===== config.mk =====
export PLATFORM = sky130hd
export DESIGN_NAME = maxpool_ctrl
export DESIGN_NICKNAME = d
export VERILOG_FILES = /design/src/rtl/maxpool_ctrl.sv
export SDC_FILE = /design/constraint.sdc
export NUM_CORES = 1
export LEC_CHECK = 0
export CAP_MARGIN = 10
export CORE_AREA = 2 2 205 207
export CTS_BUF_LIST = sky130_fd_sc_hd__clkbuf_8
export DETAILED_ROUTE_END_ITERATION = 10
export DIE_AREA = 0 0 207 209
export HOLD_SLACK_MARGIN = 0.06
export PLACE_DENSITY = 0.76
export SLEW_MARGIN = 20
export SYNTH_ARGS = -nofsm -noshare
export SYNTH_HDL_FRONTEND = slang
export SYNTH_SLANG_ARGS = --single-unit

===== constraint.sdc =====
create_clock -name CLK -period 17.03 [get_ports CLK]
set_input_delay 1.703 -clock CLK [delete_from_list [all_inputs] [get_ports CLK]]
set_output_delay 1.703 -clock CLK [all_outputs]
set_load 0.05 [all_outputs]

===== src/rtl/maxpool_ctrl.sv =====
// maxpool_ctrl: walks a row-major HxW map in 2x2 stride-2 windows, loads each
// window into the 4-lane PATCH bus, waits POOL_LAT cycles and writes RESULT to
// a row-major output map.
// Ports:
//   CLK, rst_n          clock, synchronous active-low reset
//   start               request, sampled only in IDLE
//   in_base, out_base   map base addresses, latched on start
//   busy, done          status (busy in READ..WRITE, done one-cycle pulse)
//   rd_en, rd_addr      input memory read port, rd_data one cycle later
//   PATCH               {BR, BL, TR, TL} window lanes to the pool unit
//   RESULT              pool unit output
//   wr_en, wr_addr, wr_data  output memory write port
module maxpool_ctrl #(
  parameter int unsigned DW       = 64,
  parameter int unsigned W        = 8,
  parameter int unsigned H        = 8,
  parameter int unsigned AW       = 16,
  parameter int unsigned POOL_LAT = 1
) (
  input  logic            CLK,
  input  logic            rst_n,
  input  logic            start,
  input  logic [AW-1:0]   in_base,
  input  logic [AW-1:0]   out_base,
  output logic            busy,
  output logic            done,
  output logic            rd_en,
  output logic [AW-1:0]   rd_addr,
  input  logic [DW-1:0]   rd_data,
  output logic [4*DW-1:0] PATCH,
  input  logic [DW-1:0]   RESULT,
  output logic            wr_en,
  output logic [AW-1:0]   wr_addr,
  output logic [DW-1:0]   wr_data
);

  localparam int unsigned KMAX = (POOL_LAT > 4) ? POOL_LAT : 4;
  localparam int unsigned KW   = (KMAX > 4) ? $clog2(KMAX) : 2;
  localparam logic [KW-1:0] K_READ_LAST = KW'(3);
  localparam logic [KW-1:0] K_POOL_LAST = KW'(POOL_LAT - 1);
  // A map narrower or shorter than one window produces no output at all.
  localparam bit EMPTY_MAP = (W < 2) || (H < 2);

  typedef enum logic [2:0] {
    S_IDLE, S_READ, S_FILL, S_POOL, S_WRITE, S_DONE
  } state_e;

  state_e          state_q;
  logic [KW-1:0]   k_q;
  logic [AW-1:0]   r_q, c_q, o_q;
  logic [AW-1:0]   in_base_q, out_base_q;
  logic [DW-1:0]   lane_q [4];
  logic            busy_q, done_q, rd_en_q, wr_en_q;
  logic [AW-1:0]   rd_addr_q, wr_addr_q;

  // Window position after the current one (odd trailing row/column dropped).
  logic [AW-1:0] c_step, c_next, r_next;
  logic          row_wrap, last_win;

  assign c_step   = c_q + AW'(2);
  assign row_wrap = (c_step + AW'(1)) >= AW'(W);
  assign c_next   = row_wrap ? '0 : c_step;
  assign r_next   = row_wrap ? (r_q + AW'(2)) : r_q;
  assign last_win = (r_next + AW'(1)) >= AW'(H);

  // Element address of lane kk of the window at (row, col), modulo 2^AW.
  function automatic logic [AW-1:0] rd_addr_f(input logic [AW-1:0] base,
                                              input logic [AW-1:0] row,
                                              input logic [AW-1:0] col,
                                              input logic [1:0]    kk);
    rd_addr_f = base + (row + AW'(kk[1])) * AW'(W) + col + AW'(kk[0]);
  endfunction

  // Sequencer: state, counters and all registered outputs.
  always_ff @(posedge CLK) begin
    if (!rst_n) begin
      state_q    <= S_IDLE;
      k_q        <= '0;
      r_q        <= '0;
      c_q        <= '0;
      o_q        <= '0;
      in_base_q  <= '0;
      out_base_q <= '0;
      for (int i = 0; i < 4; i++) lane_q[i] <= '0;
      busy_q     <= 1'b0;
      done_q     <= 1'b0;
      rd_en_q    <= 1'b0;
      wr_en_q    <= 1'b0;
      rd_addr_q  <= '0;
      wr_addr_q  <= '0;
    end else begin
      case (state_q)
        S_IDLE: begin
          if (start) begin
            in_base_q  <= in_base;
            out_base_q <= out_base;
            r_q        <= '0;
            c_q        <= '0;
            o_q        <= '0;
            k_q        <= '0;
            if (EMPTY_MAP) begin
              state_q <= S_DONE;
              done_q  <= 1'b1;
            end else begin
              state_q   <= S_READ;
              busy_q    <= 1'b1;
              rd_en_q   <= 1'b1;
              rd_addr_q <= rd_addr_f(in_base, '0, '0, 2'd0);
            end
          end
        end
        S_READ: begin
          // Data for the address issued in phase k-1 arrives in phase k.
          if (k_q != '0) lane_q[k_q[1:0] - 2'd1] <= rd_data;
          if (k_q == K_READ_LAST) begin
            state_q <= S_FILL;
            rd_en_q <= 1'b0;
            k_q     <= '0;
          end else begin
            k_q       <= k_q + KW'(1);
            rd_addr_q <= rd_addr_f(in_base_q, r_q, c_q, k_q[1:0] + 2'd1);
          end
        end
        S_FILL: begin
          lane_q[3] <= rd_data;
          state_q   <= S_POOL;
          k_q       <= '0;
        end
        S_POOL: begin
          if (k_q == K_POOL_LAST) begin
            state_q   <= S_WRITE;
            wr_en_q   <= 1'b1;
            wr_addr_q <= out_base_q + o_q;
          end else begin
            k_q <= k_q + KW'(1);
          end
        end
        S_WRITE: begin
          wr_en_q <= 1'b0;
          c_q     <= c_next;
          r_q     <= r_next;
          o_q     <= o_q + AW'(1);
          k_q     <= '0;
          if (last_win) begin
            state_q <= S_DONE;
            busy_q  <= 1'b0;
            done_q  <= 1'b1;
          end else begin
            state_q   <= S_READ;
            rd_en_q   <= 1'b1;
            rd_addr_q <= rd_addr_f(in_base_q, r_next, c_next, 2'd0);
          end
        end
        S_DONE: begin
          done_q  <= 1'b0;
          state_q <= S_IDLE;
        end
        default: state_q <= S_IDLE;
      endcase
    end
  end

  assign busy    = busy_q;
  assign done    = done_q;
  assign rd_en   = rd_en_q;
  assign rd_addr = rd_addr_q;
  assign wr_en   = wr_en_q;
  assign wr_addr = wr_addr_q;
  assign PATCH   = {lane_q[3], lane_q[2], lane_q[1], lane_q[0]};
  // RESULT is only valid in WRITE, so it is passed through rather than staged.
  assign wr_data = wr_en_q ? RESULT : '0;

endmodule


# Word level (Yosys, flattened, before mapping)
# Memories as Yosys holds them, arrays and structs flattened.
# Index checks and enable logic that the tools add are counted.
dict set report classes {
  add_sub_neg 14
  n_lt_le_gt_ge 2
  n_eq_ne 13
  n_mux 42
  bitwise 1
  reduce_logical 20
}
# cell n
set op_table {}
lappend op_table {{2-to-1 mux 64 bit} 3}
lappend op_table {{2-to-1 mux 16 bit} 6}
lappend op_table {{one-hot mux 16 bit (2 select lines)} 3}
lappend op_table {{adder 16 bit} 5}
lappend op_table {{OR reduction 64 bit} 1}
lappend op_table {{adder 16 x 1 -> 16 bit, second input constant} 3}
lappend op_table {{one-hot mux 16 bit (3 select lines)} 1}
lappend op_table {{adder 16 x 2 -> 16 bit, second input constant} 2}
lappend op_table {{>= comparator 16 x 4 -> 1 bit, second input constant} 2}
lappend op_table {{adder 16 x 1 -> 16 bit} 1}
lappend op_table {{2-to-1 mux 1 bit} 15}
lappend op_table {{one-hot mux 3 bit (5 select lines)} 1}
lappend op_table {{!= test 2 bit, second input constant} 7}
lappend op_table {{adder 13 x 1 -> 13 bit} 1}
lappend op_table {{2-to-1 mux 3 bit} 4}
lappend op_table {{AND reduction 2 bit} 5}
lappend op_table {{AND reduction 3 bit} 3}
lappend op_table {{2-to-1 mux 2 bit} 4}
lappend op_table {{one-hot mux 2 bit (4 select lines)} 1}
lappend op_table {{AND reduction 4 bit} 2}
lappend op_table {{nonzero test 2 bit} 4}
lappend op_table {{== test 3 x 2 -> 1 bit, second input constant} 2}
lappend op_table {{== test 3 bit, second input constant} 2}
lappend op_table {{one-hot mux 1 bit (2 select lines)} 3}
lappend op_table {{other kinds (11)} 11}
dict set report totals {
  register_bits 121
  ram_bits 256
  inputBits 163
  out_inout_bits 356
  wordCells 106
  n_memories 1
}
# memory words word_bits read_ports rd_ports_with_merged_regs write_ports line
set memory_table {}
lappend memory_table {lane_q 4 64 4 0 4 52} ;# logic [DW-1:0] lane_q [4];

# Logic depth before layout (Yosys ltp)
dict set report depth {
  word_depth 8
  depth_mapped 29
  ltp_nobuf 25
}

# Least setup slack after synthesis
# Ideal clock, no wire load.
dict set report synth_path {
  path_type {reg2reg}
  startpoint {register c_q[1]}
  endpoint {register rd_addr_q[13], in the netlist rd_addr[13]}
  setup_ns 0.143
  t_arrival_ns 5.561
  required_ns 16.887
  slack_ns 11.326
  stages_incl_launch_ff 27
  n_path_buf 4
  synth_period_minus_slack_ns 5.704
  path_cell_list {dfxtp_1 > buf_4 > inv_1 > ha_1 > or3b_2 > nor2_1 > o211ai_1 > nor4_1 > a21oi_1 > or4_1 > buf_2 > clkbuf_1 > buf_1 > nor2_1 > fa_1 > ha_1 > o21ai_0 > a21boi_0 > o21ai_0 > nand2b_1 > a21oi_1 > o21ai_0 > o41ai_1 > xor2_1 > o22ai_1 > a21oi_1 > a211oi_2}
}
dict set report synth_between {
  elab_chain_len 8
  elab_cells_between_ends 16
  cone_classes {add/sub (7); order compare (2); eq/ne (1); mux (5); reduce/logical (1)}
}
# element line
set synth_rtl {}
lappend synth_rtl {{from (decl)} 50} ;# logic [AW-1:0] r_q, c_q, o_q;
lappend synth_rtl {{from (signal assigned)} 140} ;# c_q <= c_next;
lappend synth_rtl {{adder 16 x 2 -> 16 bit} 60} ;# assign c_step = c_q + AW'(2);
lappend synth_rtl {{adder 16 x 1 -> 16 bit} 61} ;# assign row_wrap = (c_step + AW'(1)) >= AW'(W);
lappend synth_rtl {{>= comparator 16 x 4 -> 1 bit} 61}
lappend synth_rtl {{2-to-1 mux 16 bit} 63} ;# assign r_next = row_wrap ? (r_q + AW'(2)) : r_q;
lappend synth_rtl {{adder 16 bit or adder 16 x 1 -> 16 bit (tied branches)} {71, 64}}
lappend synth_rtl {{adder 16 bit or >= comparator 16 x 4 -> 1 bit (tied branches)} {71, 64}}
lappend synth_rtl {{2-to-1 mux 16 bit or != test 2 bit (tied branches)} n/a}
lappend synth_rtl {{one-hot mux 16 bit (3 select lines) or AND reduction 4 bit (tied branches)} n/a}
lappend synth_rtl {{to (signal assigned)} 108} ;# rd_addr_q <= rd_addr_f(in_base, '0, '0, 2'd0);
lappend synth_rtl {{to (signal assigned)} 121} ;# rd_addr_q <= rd_addr_f(in_base_q, r_q, c_q, k_q[1:0] + 2'd1);
lappend synth_rtl {{to (signal assigned)} 151} ;# rd_addr_q <= rd_addr_f(in_base_q, r_next, c_next, 2'd0);
lappend synth_rtl {{to (decl)} 54} ;# logic [AW-1:0] rd_addr_q, wr_addr_q;
# Parallel ways exist; a longest one is shown, timed or not. The select of a mux whose other input is x is not followed.
# A chain may end at the register's enable or synchronous reset.

# Final worst setup path
dict set report layout_path {
  startpoint {register c_q[1]}
  endpoint {register rd_addr_q[15], in the netlist rd_addr[15]}
}
# Same word-level chain as after synthesis.

==> metrics.md <==
| Metric | Value |
|---|---|
| Crit-path most repeated cell | o21ai_0 |
| Worst-path fanout max | 26 |
| Yosys reg bits | ~380 |
| Hold Fails Final Rpt | 0 |
| Clk buf depth | 3 |
| Clock Pin Slew Worst Setup and Hold Paths | 0.05 ns |
| Placer Congestion | roughly 0.9 |
| Overall Global Routing Usage | 26.0% |
| Final setup fails | 0 |
| Largest net degree at the start of global routing | 66 |
| Number of flops mapped to enable cells by yosys | between 200 and 300 |
| Remaining global-route overflow | 0 |
| Clk root buf | clkbuf_8 |
| Iteration-0 DRC Markers | 1,308 |
| PnR worst setup slack | ~10 ns |
| Maximum VDD drop | about 60 uV |
| RSZ-0062 raised after global routing | no |
| CTS Buf Count | 66 |
| Layout Nets | about 2,600 |
| Maxcap violations | 0 |
| Crit share post-route | between 40 and 50% |
| Async SR Flop Fraction | 0% |
| Worst path top cell family by delay | compound AO/OA/AOI/OAI gates |
| Synthesis-to-layout area growth | 37.6% |
| Slowest cell on the critical path | or4_1 |
| Final clock skew | approximately 0.036 ns |
| Htree depth | 3 |
| First-pass GRT wire length | roughly 88,000 um |
| CP Capture Type | flop |
| Hold_ws | between 0.4 and 0.5 ns |
| HPWL after detailed placement | just over 40,000 um |
| IO buf count | between 500 and 600 |
| CTS tree | yes |
| Placed Area | approximately 24,000 um^2 |
| Synthesized area | between 15,000 and 20,000 um^2 |
| Worst endpoint data arrival time | between 7 and 8 ns |
| Setup TNS | 0 ns |
| Slew Viols, Final | 0 |
| I/O pins | 519 |
| Worst min path class | flop to flop |
| # rows | 75 |
| Pwr Density | between 80 and 90 nW/um^2 |
| Cell area after layout | ~25,000 um^2 |
| WL final | 58,000 um |
| Post-CTS Setup Repair Bufs | 0 |
| Drt via density | roughly 5.3 |
| CTS Sinks | around 380 |
| Clock Latency Late Sink | a little over 0.6 ns |
| Share of cells above drive strength 1 | roughly 6.3% |
| Top_reg_cell synth | edfxtp_1 |
| Max-Slew Margin vs Limit | a little under a third |
| Initial antenna violation count | 6 |
| Remaining antenna violation count after routing | 0 |
| Full die area | roughly 43,000 um^2 |
| Cells after synthesis | 1,838 |
| Core Footprint | a little over 40,000 um^2 |
| Least-Margin Pin Slew | approximately 1.0 ns |
| Initial Utilization | ~44% |
| Critical path buffers and inverters | 0 |
| DRC violations left | 0 |
| CP cell instances | ha_1, a21boi_1, a31oi_1, o32a_1, nor4_2, mux2i_1, or4_1, mux2_2, fa_1, ha_1, a21boi_0, o21ai_0, nand2b_1, a21oi_1, o21ai_0, o41ai_1, o21ai_0, xnor2_1, nand2_1, a31oi_1 |
| WL per Instance | roughly 20 um |
| Post-Syn Area per Cell | 9.96 um^2 |
| Net Count, Synth | roughly 2,100 |
| Vias in the first global route | about 15,000 |
| Tmin final | between 7 and 8 ns |
| Crit Path Class | flop to flop |
| Leakage | between 9 and 10 nW |
| Unique masters post-synth | 80 |
| Sequential share of the synthesized area | ~55% |
| CP required | about 18 ns |
| Synthesis warning total | 0 |
| Hold-fix buffers, CTS | 0 |
| # resized after CTS | 0 |
| Max Freq | ~140 MHz |
| Critical Path Start Type | flop |
| First-pass detailed-route iteration total | 7 |
| Status | completed |
| Via count | about 15,000 |
| Fillers | 3,387 |
| Pre-CTS setup slack | ~10 ns |
| Die width | about 210 um |
| Chip Height | 209 um |
| CP peak stage delay | 0.74 ns |
-- cell usage in the layout, fill, tap and decap left out, drive strengths merged, types with 7 or more instances in the layout --
master and count:
a31oi 11, a21o 11, clkbuf 74, nand2 217, dfxtp 120, edfxtp 256
nor3 30, nand3 42, clkdlybuf4s50 518, inv 168, clkinv 27, nor2 298
xor2 21, a22oi 12, a21oi 118, nor4 9, fa 27, or3 13
nand4 15, buf 14, ha 56, xnor2 49, nor2b 9, and2 67
o21ai 51, and3 16, a211oi 18, o211ai 7
-- worst paths after layout --
| path | endpoint | startpoint | depth (start not counted) | slack, ns |
|---|---|---|---|---|
| worst max-delay path | rd_addr[15] | c_q[1] | 20 | 10.0 |
| worst min-delay path | in_base_q[11] | in_base_q[11] | 2 | 0.46 |
| worst max register to register | rd_addr[15] | c_q[1] | 20 | 10.0 |
| worst min register to register | in_base_q[11] | in_base_q[11] | 2 | 0.46 |
-- logic make-up (layout without fill, tap and decap cells) --
group	after synthesis	after routing	share of synthesized area, %
fa+ha+maj	83	83	6.78
compound gates	295	295	10.5
mux	6	6	0.342
xor+xnor	70	70	3.35
buf+inv	264	804	5.67
simple gates	743	743	18.2
other cells	1	7	0.0205
flops	376	376	55.1
-- where the power goes --
part / total, mW / internal (mW) / switching, mW / leakage [nW]
Clock: 0.812 / 0.434 / 0.378 / 0.705
Combinational: 0.381 / 0.129 / 0.253 / 5.49
Sequential: 1.04 / 1.02 / 0.0207 / 3.62
-- area by class of cell --
class	instances	area [um^2]	share of cell area, %
Timing Repair Buffer	532	5290	21.0
Multi-Input combinational cell	1198	7250	28.8
Inverter	155	583	2.32
Clock inverter	43	264	1.05
Antenna cell	6	15.0	0.0596
Sequential cell	376	10100	40.1
Tap cell	539	674	2.68
Clock buffer	74	1020	4.04
-- per-layer routing --
metal  global-route usage, %  up-vias  wire [um]
met5                       0        -          0
met3                    6.51       94       4850
met1                    33.2     7273      23200
li1                        -     7255          -
met2                    43.1      744      28200
met4                    9.33        0       1740
-- synth_stat cells, types with 6 or more instances --
| master | instances | area, um^2 |
|---|---|---|
| edfxtp_1 | 256 | 7690 |
| a211oi_1 | 8 | 60.1 |
| o211ai_1 | 7 | 52.6 |
| buf_1 | 6 | 22.5 |
| nor2_1 | 297 | 1110 |
| ha_1 | 56 | 701 |
| a211oi_2 | 10 | 125 |
| xnor2_1 | 49 | 429 |
| nor4_1 | 7 | 43.8 |
| and3_1 | 16 | 100 |
| nand4_1 | 13 | 81.3 |
| inv_1 | 155 | 582 |
| xor2_1 | 21 | 184 |
| or3_1 | 13 | 81.3 |
| nand2_1 | 217 | 815 |
| and2_1 | 67 | 419 |
| o21ai_0 | 49 | 245 |
| fa_1 | 27 | 541 |
| nand3_1 | 42 | 210 |
| a21oi_1 | 118 | 591 |
| dfxtp_1 | 120 | 2400 |
| a21o_1 | 11 | 82.6 |
| buf_2 | 10 | 50.1 |
| a22oi_1 | 12 | 90.1 |
| o22ai_1 | 6 | 37.5 |
| a31oi_1 | 11 | 68.8 |
| nor3_1 | 29 | 145 |
| nor2b_1 | 9 | 56.3 |
| clkbuf_1 | 87 | 327 |
| nand2b_1 | 6 | 37.5 |
-- tightest hold or removal path: stages, from the launching register on --
cell	delay (ns)
dfxtp_1	0.30
nand2_1	0.05
a21oi_1	0.05
-- through the flow --
stage	utilization, %	instances	total power, mW
floorplan	-	1838	1.29
global placement	57.8	2800	1.43
detailed placement	57.8	2800	1.44
CTS	60.9	2917	2.25
global route	61.0	2923	2.32
finish	61.0	2923	2.23
-- state kept, by name, summed over array words and instances (netlist names), 2 cells and up --
register,count
lane_q,256
rd_addr,16
o_q,16
in_base_q,16
state_q,3
r_q,15
out_base_q,16
c_q,16
k_q,2
wr_addr,16
No activity file was read; power rests on OpenSTA's default activity.
